[src/rtl/flit_tx_if.sv]
// Requester-side and network-side signals of the flit transmit arbiter.
// The slave modport is the arbiter's view. The master modport is the requester/network view.
interface flit_tx_if #(
   parameter int NUM_REQ         = 4,
   parameter int FLIT_DATA_WIDTH = 32,
   parameter int NUM_VCS         = 2,
   parameter int DEST_BITS       = 2
);
   localparam int VC_BITS = (NUM_VCS > 1) ? $clog2(NUM_VCS) : 1;
   localparam int FW      = 2 + DEST_BITS + VC_BITS + FLIT_DATA_WIDTH;

   logic [NUM_REQ-1:0]        req_valid;
   logic [NUM_REQ*(FW-1)-1:0] req_flit;
   logic [NUM_REQ-1:0]        req_ready;
   logic [FW-1:0]             putFlit;
   logic                      EN_putFlit;
   logic [VC_BITS:0]          getCredits;
   logic                      EN_getCredits;

   modport master (
      output req_valid, req_flit, getCredits,
      input  req_ready, putFlit, EN_putFlit, EN_getCredits
   );
   modport slave (
      input  req_valid, req_flit, getCredits,
      output req_ready, putFlit, EN_putFlit, EN_getCredits
   );
endinterface

[src/rtl/flit_tx_arbiter.sv]
// Round-robin, packet-locked arbiter that sends requester flits onto a credit-controlled network port.
// Defining FLIT_TX_CREDIT_CHK_EN adds the sticky credit_err output.
module flit_tx_credit_cnt #(
   parameter int BUF_DEPTH = 16,
   parameter int CNT_BITS  = 5
) (
   input  logic                CLK,
   input  logic                nreset,
   input  logic                dec,
   input  logic                inc,
   output logic [CNT_BITS-1:0] cnt
`ifdef FLIT_TX_CREDIT_CHK_EN
   ,
   output logic                err
`endif
);
   localparam logic [CNT_BITS-1:0] FULL = CNT_BITS'(BUF_DEPTH);

   // A simultaneous take and return cancel out. A return while the counter is full is dropped.
   always_ff @(posedge CLK or negedge nreset)
      if (!nreset)                         cnt <= FULL;
      else if (dec && !inc)                cnt <= cnt - 1'b1;
      else if (inc && !dec && cnt != FULL) cnt <= cnt + 1'b1;

`ifdef FLIT_TX_CREDIT_CHK_EN
   always_ff @(posedge CLK or negedge nreset)
      if (!nreset) err <= 1'b0;
      else if ((inc && !dec && cnt == FULL) || (dec && cnt == '0)) err <= 1'b1;
`endif
endmodule

module flit_tx_arbiter #(
   parameter int NUM_REQ         = 4,
   parameter int FLIT_DATA_WIDTH = 32,
   parameter int NUM_VCS         = 2,
   parameter int DEST_BITS       = 2,
   parameter int BUF_DEPTH       = 16
) (
   input  logic     CLK,
   input  logic     nreset,
   flit_tx_if.slave bus
`ifdef FLIT_TX_CREDIT_CHK_EN
   ,
   output logic     credit_err
`endif
);
   localparam int VC_BITS  = (NUM_VCS > 1) ? $clog2(NUM_VCS) : 1;
   localparam int CNT_BITS = $clog2(BUF_DEPTH) + 1;
   localparam int FW       = 2 + DEST_BITS + VC_BITS + FLIT_DATA_WIDTH;
   localparam int RW       = FW - 1;
   localparam int OW_BITS  = (NUM_REQ > 1) ? $clog2(NUM_REQ) : 1;

   localparam logic [0:0] IDLE   = 1'b0;
   localparam logic [0:0] LOCKED = 1'b1;

   logic [0:0]                         state;
   logic [OW_BITS-1:0]                 owner, last_owner, win_idx, idx;
   logic [NUM_REQ-1:0][RW-1:0]         flit_i;
   logic [NUM_REQ-1:0]                 eligible, grant;
   logic [NUM_VCS-1:0][CNT_BITS-1:0]   credit;
   logic [NUM_VCS-1:0]                 cred_dec, cred_inc;
   logic                               accept;
   logic [RW-1:0]                      acc_flit;
   logic [VC_BITS-1:0]                 acc_vc;
   logic [FW-1:0]                      put_q;
   logic                               en_put_q, en_get_q;

   assign flit_i = bus.req_flit;

   // A requester is eligible when it is valid and its flit's VC has at least one credit.
   always_comb begin
      eligible = '0;
      for (int i = 0; i < NUM_REQ; i++)
         for (int v = 0; v < NUM_VCS; v++)
            if (flit_i[i][FLIT_DATA_WIDTH +: VC_BITS] == VC_BITS'(v) && credit[v] != '0)
               eligible[i] = bus.req_valid[i];
   end

   always_comb begin
      accept  = 1'b0;
      win_idx = '0;
      idx     = '0;
      if (nreset) begin
         if (state == IDLE) begin
            for (int k = 1; k <= NUM_REQ; k++) begin
               idx = OW_BITS'((int'(last_owner) + k) % NUM_REQ);
               if (!accept && eligible[idx]) begin
                  accept  = 1'b1;
                  win_idx = idx;
               end
            end
         end else if (eligible[owner]) begin
            accept  = 1'b1;
            win_idx = owner;
         end
      end
   end

   always_comb begin
      grant = '0;
      if (accept) grant[win_idx] = 1'b1;
   end

   assign acc_flit          = flit_i[win_idx];
   assign acc_vc            = acc_flit[FLIT_DATA_WIDTH +: VC_BITS];
   assign bus.req_ready     = grant;
   assign bus.putFlit       = put_q;
   assign bus.EN_putFlit    = en_put_q;
   assign bus.EN_getCredits = en_get_q;

   always_ff @(posedge CLK or negedge nreset)
      if (!nreset) begin
         state      <= IDLE;
         owner      <= '0;
         last_owner <= OW_BITS'(NUM_REQ - 1);
         put_q      <= '0;
         en_put_q   <= 1'b0;
         en_get_q   <= 1'b0;
      end else begin
         en_get_q <= 1'b1;
         en_put_q <= accept;
         put_q    <= accept ? {1'b1, acc_flit} : '0;
         if (accept) begin
            if (acc_flit[RW-1]) begin
               state      <= IDLE;
               last_owner <= win_idx;
            end else begin
               state <= LOCKED;
               owner <= win_idx;
            end
         end
      end

`ifdef FLIT_TX_CREDIT_CHK_EN
   logic [NUM_VCS-1:0] cnt_err;
   assign credit_err = |cnt_err;
`endif

   for (genvar v = 0; v < NUM_VCS; v++) begin : g_vc
      assign cred_dec[v] = accept && acc_vc == VC_BITS'(v);
      assign cred_inc[v] = bus.getCredits[VC_BITS] && bus.getCredits[VC_BITS-1:0] == VC_BITS'(v);
      flit_tx_credit_cnt #(.BUF_DEPTH(BUF_DEPTH), .CNT_BITS(CNT_BITS)) u_cnt (
         .CLK    (CLK),
         .nreset (nreset),
         .dec    (cred_dec[v]),
         .inc    (cred_inc[v]),
         .cnt    (credit[v])
`ifdef FLIT_TX_CREDIT_CHK_EN
         ,
         .err    (cnt_err[v])
`endif
      );
   end
endmodule

[src/flat_wrapper.sv]
// flat-port wrapper written by rule: the top's interface ports become plain ports
module flit_tx_arbiter_flat 
#(
   parameter int NUM_REQ         = 4,
   parameter int FLIT_DATA_WIDTH = 32,
   parameter int NUM_VCS         = 2,
   parameter int DEST_BITS       = 2,
   parameter int BUF_DEPTH       = 16
)
  (CLK, nreset, bus_req_valid, bus_req_flit, bus_getCredits, bus_req_ready, bus_putFlit, bus_EN_putFlit, bus_EN_getCredits);
  flit_tx_if #(.NUM_REQ(NUM_REQ), .FLIT_DATA_WIDTH(FLIT_DATA_WIDTH), .NUM_VCS(NUM_VCS), .DEST_BITS(DEST_BITS)) bus_i ();
  input  logic CLK;
  input  logic nreset;
  input wire logic [$bits(bus_i.req_valid)-1:0] bus_req_valid;
  input wire logic [$bits(bus_i.req_flit)-1:0] bus_req_flit;
  input wire logic [$bits(bus_i.getCredits)-1:0] bus_getCredits;
  output wire logic [$bits(bus_i.req_ready)-1:0] bus_req_ready;
  output wire logic [$bits(bus_i.putFlit)-1:0] bus_putFlit;
  output wire logic [$bits(bus_i.EN_putFlit)-1:0] bus_EN_putFlit;
  output wire logic [$bits(bus_i.EN_getCredits)-1:0] bus_EN_getCredits;
  assign bus_i.req_valid = bus_req_valid;
  assign bus_i.req_flit = bus_req_flit;
  assign bus_i.getCredits = bus_getCredits;
  assign bus_req_ready = bus_i.req_ready;
  assign bus_putFlit = bus_i.putFlit;
  assign bus_EN_putFlit = bus_i.EN_putFlit;
  assign bus_EN_getCredits = bus_i.EN_getCredits;
  flit_tx_arbiter #(.NUM_REQ(NUM_REQ), .FLIT_DATA_WIDTH(FLIT_DATA_WIDTH), .NUM_VCS(NUM_VCS), .DEST_BITS(DEST_BITS), .BUF_DEPTH(BUF_DEPTH)) u_core (.CLK(CLK), .nreset(nreset), .bus(bus_i));
endmodule
[config.mk]
export PLATFORM = sky130hd
export DESIGN_NAME = flit_tx_arbiter_flat
export DESIGN_NICKNAME = d
export VERILOG_FILES = /design/src/rtl/flit_tx_if.sv /design/src/rtl/flit_tx_arbiter.sv /design/src/flat_wrapper.sv
export SDC_FILE = /design/constraint.sdc
export NUM_CORES = 1
export LEC_CHECK = 0
export BUFFER_PORTS_ARGS = -buffer_cell sky130_fd_sc_hd__buf_2
export CAP_MARGIN = 20
export CELL_PAD_IN_SITES_DETAIL_PLACEMENT = 1
export CELL_PAD_IN_SITES_GLOBAL_PLACEMENT = 2
export CORE_ASPECT_RATIO = 1.1
export CORE_MARGIN = 5
export CORE_UTILIZATION = 23
export DETAILED_ROUTE_END_ITERATION = 7
export PLACE_DENSITY = 0.75
export SLEW_MARGIN = 40
export SYNTH_ARGS = -nofsm -noshare
export SYNTH_HDL_FRONTEND = slang
export SYNTH_HIERARCHICAL = 1
export SYNTH_SLANG_ARGS = --single-unit
[constraint.sdc]
create_clock -name CLK -period 4.7 [get_ports CLK]
set_clock_uncertainty 0.1 [all_clocks]
set_input_delay 0.47 -clock CLK [delete_from_list [all_inputs] [get_ports CLK]]
set_output_delay 0.47 -clock CLK [all_outputs]
set_load 0.02 [all_outputs]
After elaboration in Yosys (flattened, before gate mapping)
Cells that the tools add are included.
Widths: inputs -> output; s select.
- add/subtract/negate cells: 8
- multipliers: 0
- divide/modulo/power cells: 0
- magnitude comparators: 7
- equality and inequality tests: 2
- shifts and indexed selects: 0
- muxes and demuxes: 49
- bitwise gates (word level): 7
- reduce and logical (&&, ||, !) cells: 35
- operator list (operator ; number):
    $bmux 36 s2 ; 1
    $mux 37 ; 1
    $mux 36 ; 1
    $mux 1 ; 28
    $logic_and 1x1->1 ; 22
    $mux 5 ; 4
    $lt 2x3->1 const B ; 6
    $mux 2 ; 7
    $add 5x1->5 const B ; 2
    $bmux 1 s2 ; 5
    $ne 5x5->1 const B ; 2
    $reduce_bool 5->1 ; 2
    $sub 5x1->5 const B ; 2
    $logic_not 1->1 ; 7
    $not 1->1 ; 7
    $add 2x1->2 const B ; 2
    $add 2x2->2 const B ; 2
    $mux 4 ; 1
    $reduce_and 2->1 ; 2
    $reduce_bool 2->1 ; 2
    $demux 1 s2 ; 1
    $ge 2x1->1 const B ; 1
- register bits after elaboration: 54
- bits in latches: 0
- memory bits (writable): 0
- ROM bits: 0
- output and inout bits: 43
- word-level logic and storage cells: 116
- memories: 0

Logic depth before layout (Yosys ltp)
- depth in word-level cells: 33
- gate-level depth with buffers: 18
- mapped depth without buffers: 15

By module
Netlist, hierarchy kept.
- modules (own cells, without submodules) (module ; instances ; cells an instance ; area an instance (sq um) ; sequential area each (sq um)):
    flit_tx_arbiter ; 1 ; 237 ; 2626.3 ; 1078.5
    flit_tx_credit_cnt ; 2 ; 45 ; 415.4 ; 126.4

Worst setup path after synthesis
No wires, ideal clock.
- kind: register -> register
- start: register u_core.g_vc[1].u_cnt.cnt[0]
- end: register u_core.g_vc[0].u_cnt.cnt[4]
- arrival: 4.267 ns
- data required time: 4.509 ns
- slack: 0.242 ns
- cell stages (with the launch flop): 19
- path buffers: 3
- cells stage by stage: dfrtp_1 or4_1 buf_2 or3b_4 a31oi_1 o22ai_1 a41oi_4 buf_6 mux2i_1 mux2i_1 nor3_1 nand2b_1 buf_2 xnor2_1 ha_1 o31a_1 or3_1 a31oi_1 o311ai_1
- longest elaborated chain between the ends: 31
- elaborated cells on any way between the ends: 55
- classes of those cells: mux (37); bitwise (1); reduce/logical (17)
- RTL lines (what ; line ; RTL):
    start: declaration ; flit_tx_arbiter.sv:11 ; output logic [CNT_BITS-1:0] cnt
    start signal: assignment ; flit_tx_arbiter.sv:22 ; else if (dec && !inc) cnt <= cnt - 1'b1;
    start signal: assignment ; flit_tx_arbiter.sv:23 ; else if (inc && !dec && cnt != FULL) cnt <= cnt + 1'b1;
    $reduce_bool 5->1 (*) ; flit_tx_arbiter.sv:75 ; if (flit_i[i][FLIT_DATA_WIDTH +: VC_BITS] == VC_BITS'(v) && credit[v] != '0)
    $logic_and 1x1->1 ; flit_tx_arbiter.sv:75 ;
    $mux 1 ; flit_tx_arbiter.sv:75 ;
    $bmux 1 s2 ; flit_tx_arbiter.sv:87 ; if (!accept && eligible[idx]) begin
    $mux 1 (implied by the code) ; flit_tx_arbiter.sv:87 ;
    $mux 1 ; flit_tx_arbiter.sv:87 ;
    $mux 1 ; flit_tx_arbiter.sv:84 ; if (state == IDLE) begin
    $mux 1 ; flit_tx_arbiter.sv:83 ; if (nreset) begin
    [15 not listed] ; -- ;
    $bmux 36 s2 ; flit_tx_arbiter.sv:104 ; assign acc_flit = flit_i[win_idx];
    $mux 36 (implied by the code) ; flit_tx_arbiter.sv:104 ;
    $not 1->1 ; flit_tx_arbiter.sv:140 ; assign cred_dec[v] = accept && acc_vc == VC_BITS'(v);
    $logic_and 1x1->1 (*) ; flit_tx_arbiter.sv:140 ;
    net u_core.cred_dec[0] ; flit_tx_arbiter.sv:61 ; logic [NUM_VCS-1:0] cred_dec, cred_inc;
    $logic_not 1->1 ; flit_tx_arbiter.sv:23 ;
    $logic_and 1x1->1 (2 in series) ; flit_tx_arbiter.sv:23 ;
    $reduce_bool 2->1 (no source line) ; -- ;
    end signal: assignment ; flit_tx_arbiter.sv:22 ;
    end signal: assignment ; flit_tx_arbiter.sv:23 ;
    end: declaration ; flit_tx_arbiter.sv:11 ;
The timed path passes the listed nets; every way through them passes the cells marked *. The select of a mux whose other input is x is not followed.
A chain may end at the register's enable or synchronous reset.

Final worst setup path
- start: register u_core.g_vc[0].u_cnt.cnt[1]
- end: register u_core.g_vc[1].u_cnt.cnt[4]
- longest elaborated chain between the ends: 31
- elaborated cells on any way between the ends: 58
- classes of those cells: mux (41); reduce/logical (17)
- RTL lines (what ; line):
    $reduce_bool 5->1 (*) ; flit_tx_arbiter.sv:75
    $logic_and 1x1->1 ; flit_tx_arbiter.sv:75
    $mux 1 (2 in series) ; flit_tx_arbiter.sv:75
    $bmux 1 s2 ; flit_tx_arbiter.sv:87
    $mux 1 (implied by the code) ; flit_tx_arbiter.sv:87
    $mux 1 ; flit_tx_arbiter.sv:87
    $mux 1 ; flit_tx_arbiter.sv:84
    $mux 1 ; flit_tx_arbiter.sv:83
    [14 not listed] ; --
    $mux 2 ; flit_tx_arbiter.sv:83
    $bmux 36 s2 ; flit_tx_arbiter.sv:104
    $mux 36 (implied by the code) ; flit_tx_arbiter.sv:104
    $logic_and 1x1->1 (*) ; flit_tx_arbiter.sv:140
    net u_core.cred_dec[1] ; flit_tx_arbiter.sv:61
    $logic_not 1->1 ; flit_tx_arbiter.sv:23
    $logic_and 1x1->1 (2 in series) ; flit_tx_arbiter.sv:23
    $reduce_bool 2->1 (no source line) ; --
Marked as above.

==> run summary <==
Run status -> completed
Tcrit/Tclk final -> 0.943
Worst Hold Class -> input pin to flip-flop
Number of port buffers -> 194
Gr usage total -> 0.147
Endpoints failing hold -> 0
Commonest non-fill, non-tap cell in the layout -> buf_2
Total core area -> 0.0149 sq mm
Remaining Overflow, GRT -> 0
R2R depth -> 15
Req. time, crit path -> 4800 ps
Final WL -> 13100 microns
Synth top area share -> 0.355
Cell leakage power -> 2.64 nW
Reg2reg start -> u_core/g_vc[0].u_cnt/cnt[1]
Die W -> 127 microns
Fillers -> 1784
Vias in the first global route -> 3748
Worst skew pair latency -> 300 ps
Clk slew on worst S/H paths -> 80 ps
CTS tree -> built
DR iter-0 viols -> 108
TritonRoute pass-1 iters -> 4
Die area -> 0.0176 sq mm
Num CTS Buffers -> 5
CP Cell Sequence -> or4_1 -> or3_1 -> a32oi_1 -> a221oi_1 -> a221o_2 -> inv_2 -> mux2i_1 -> and2_1 -> nand2b_1 -> xnor2_1 -> ha_1 -> o31a_1 -> a2111oi_1 -> a31oi_1 -> o311ai_1
WHS Endpoint -> u_core/bus.putFlit[0]
Max-slew violations -> 0
Actual slew at the worst max-slew pin -> 763 ps
Mapped cell area -> 0.00346 sq mm
Total of max-cap violations -> 0
Seq/Total Area, Yosys -> 0.385
Drt drc -> 0
Initial core utilization -> 0.232
Final setup violation count -> 0
Dominant cells by area after synthesis -> dfrtp_1 35%, mux2i_1 21%, o22ai_1 6.5%
Hold_ws -> 361 ps
CTS root buf -> clkbuf_16
Yosys reg bits -> 53
Worst path max stage delay -> 660 ps
Final WS setup -> 266 ps
Vias -> 3425
Critical path's top delay family -> compound AO/OA/AOI/OAI gates
Max rail drop VDD -> 0.222 mV
Layout area overhead -> 38.1%
Footprint of the multi-input gates -> 0.00190 sq mm
Synth Flop Type -> dfrtp_1
Register area -> 0.00133 sq mm
Reg-to-Reg End -> u_core/g_vc[1].u_cnt/cnt[4]
Dpl ws -> 246 ps
First-pass GRT wire length -> 20600 microns
Crit path time final -> 4430 ps
Element type at the critical path end -> flip-flop
DP HPWL -> 10800 microns
Initial antenna violation count -> 1
Die Y -> 139 microns
Final TNS setup -> 0 ps
Final ANT Viol Nets -> 0
Synth warnings -> 6
Crit path DAT -> 4530 ps
Worst rel slew slack -> 0.491
Cell variety after synth -> 56
Fmax -> 226 MHz
Buf/Inv on CP -> 1
Reg2Reg Setup Slack -> 270 ps
HP Start -> bus_req_flit[108]
Syn avg cell area -> 10.6 sq um
Power Dens Cells -> 592 mW/mm^2
Vias per cell -> 4.77
Clk sinks -> 53
Synthesized instance count -> 327
Max Buffers Root-to-Sink -> 2
Largest net degree at the start of global routing -> 46
H-tree level count -> 2
RePlAce Congestion -> 0.881
Fin nets -> 676
Post-synth EDFFs -> 0
Most frequent cells in the layout -> 194 x buf_2, 74 x mux2i_1, 49 x dfrtp_1
Critical path's slowest cell -> or4_1
Crit path kind -> flip-flop to flip-flop
Crit path launch type -> flip-flop
Worst Path Max Fanout -> 8
# IOs -> 195
WL/cell -> 18.2 microns
Cell Rows -> 47
Hold depth -> 3
Share of cells above drive strength 1 -> 0.455
Cell taking the most area after synthesis -> dfrtp_1
Syn_nets -> 483
Synth async-reset ratio -> 1.00
worst max-delay path by stage:
stage	start	end	slack [ps]	depth (start not counted)
2_1_floorplan	u_core/g_vc[1].u_cnt/cnt[0]	u_core/g_vc[0].u_cnt/cnt[4]	240	18
3_3_place_gp	u_core/g_vc[1].u_cnt/cnt[1]	u_core/g_vc[0].u_cnt/cnt[4]	340	15
3_5_place_dp	u_core/g_vc[1].u_cnt/cnt[1]	u_core/g_vc[0].u_cnt/cnt[4]	250	15
4_1_cts	u_core/g_vc[1].u_cnt/cnt[1]	u_core/g_vc[0].u_cnt/cnt[4]	210	15
5_1_grt	u_core/g_vc[0].u_cnt/cnt[1]	u_core/g_vc[0].u_cnt/cnt[4]	-3	15
6_report	u_core/g_vc[0].u_cnt/cnt[1]	u_core/g_vc[1].u_cnt/cnt[4]	270	15
synthesized netlist by cell type, types with 2 or more instances:
cell type and number:
inv_1 15, nor4_2 2, a32o_1 2, o21ai_0 5, o22ai_1 36, xnor2_1 6, nand3_1 5, a211oi_1 4
mux2i_1 74, o311ai_1 2, o211a_1 2, nor2b_1 4, o21ai_1 2, dfstp_2 4, o221ai_1 3, inv_2 3
a31oi_1 3, or3_1 4, a21oi_1 6, nand2b_1 5, ha_1 4, a211o_1 2, a32oi_1 2, buf_2 7
and3_4 2, o31a_1 4, buf_4 2, nand2_1 7, nor2_1 12, clkbuf_1 2, nor4b_1 2, mux2_1 2
dfrtp_1 49, and2_1 5, or4_1 2, buf_6 10, a2111oi_2 2, nor3_1 5, a2111oi_0 2
timing repair:
item                                   in CTS  in global routing
resized for setup                           0                  4
hold buffers                                1                  0
buffers inserted                            0                  2
endpoints found under the hold margin      10                  0
setup endpoints to repair                   0                  1
layout make-up:
class                   instances  share of cell area
multi-input cells             235               0.398
flip-flops and latches         53               0.279
repair buffers                207               0.224
well taps                     196              0.0514
clock buffers                   6              0.0291
inverters                      18              0.0142
clock inverters                 2             0.00367
diodes                          1            0.000524
worst reg2reg max path: stages (launching register included):
cell and delay (ps):
dfrtp_1 470, or4_1 670, or3_1 420, a32oi_1 260, a221oi_1 130, a221o_2 370
inv_2 120, mux2i_1 220, and2_1 190, nand2b_1 100, xnor2_1 140, ha_1 240
o31a_1 290, a2111oi_1 440, a31oi_1 70, o311ai_1 110
metrics by stage:
stage               instance area, sq um  cells   util  power, W
finish                              4770    718  0.321   0.00283
CTS                                 4740    715  0.319   0.00285
global placement                    4580    706  0.308   0.00238
global route                        4770    717  0.321   0.00305
detailed placement                  4580    706  0.308   0.00243
floorplan                           3460    327      -   0.00198
power breakdown:
part           leakage (nW)  internal, W  switching (W)
Sequential            0.658     0.000661       0.000136
Clock                0.0775     0.000216       0.000185
Combinational          1.91     0.000668       0.000961
kinds of logic (layout without fill, tap and decap cells):
| family | after synthesis | after routing | synth area share |
|---|---|---|---|
| AO/OA/AOI/OAI | 89 | 89 | 0.195 |
| multiplexers | 76 | 76 | 0.221 |
| AND/OR/NAND/NOR | 59 | 59 | 0.0995 |
| flip-flops | 53 | 53 | 0.385 |
| buffers and inverters | 39 | 233 | 0.0688 |
| XOR/XNOR | 6 | 6 | 0.0152 |
| adder cells (fa/ha/maj) | 4 | 4 | 0.0145 |
| other | 1 | 2 | 0.00108 |
sequential cells by signal (all words and copies together) (netlist names):
signal and flops:
u_core/bus.EN_getCredits 1, u_core/bus.putFlit 36, u_core/state 1, u_core/bus.EN_putFlit 1, u_core/last_owner 2, u_core/g_vc.u_cnt/cnt 10, u_core/owner 2
routing by layer:
metal,up-vias,track usage,share of wire
li1,1629,-,-
met1,1650,0.187,0.42
met2,133,0.242,0.48
met3,11,0.0512,0.092
met4,2,0.0271,0.0076
met5,-,0,0.0010
Power figures use the tool's default switching activity.
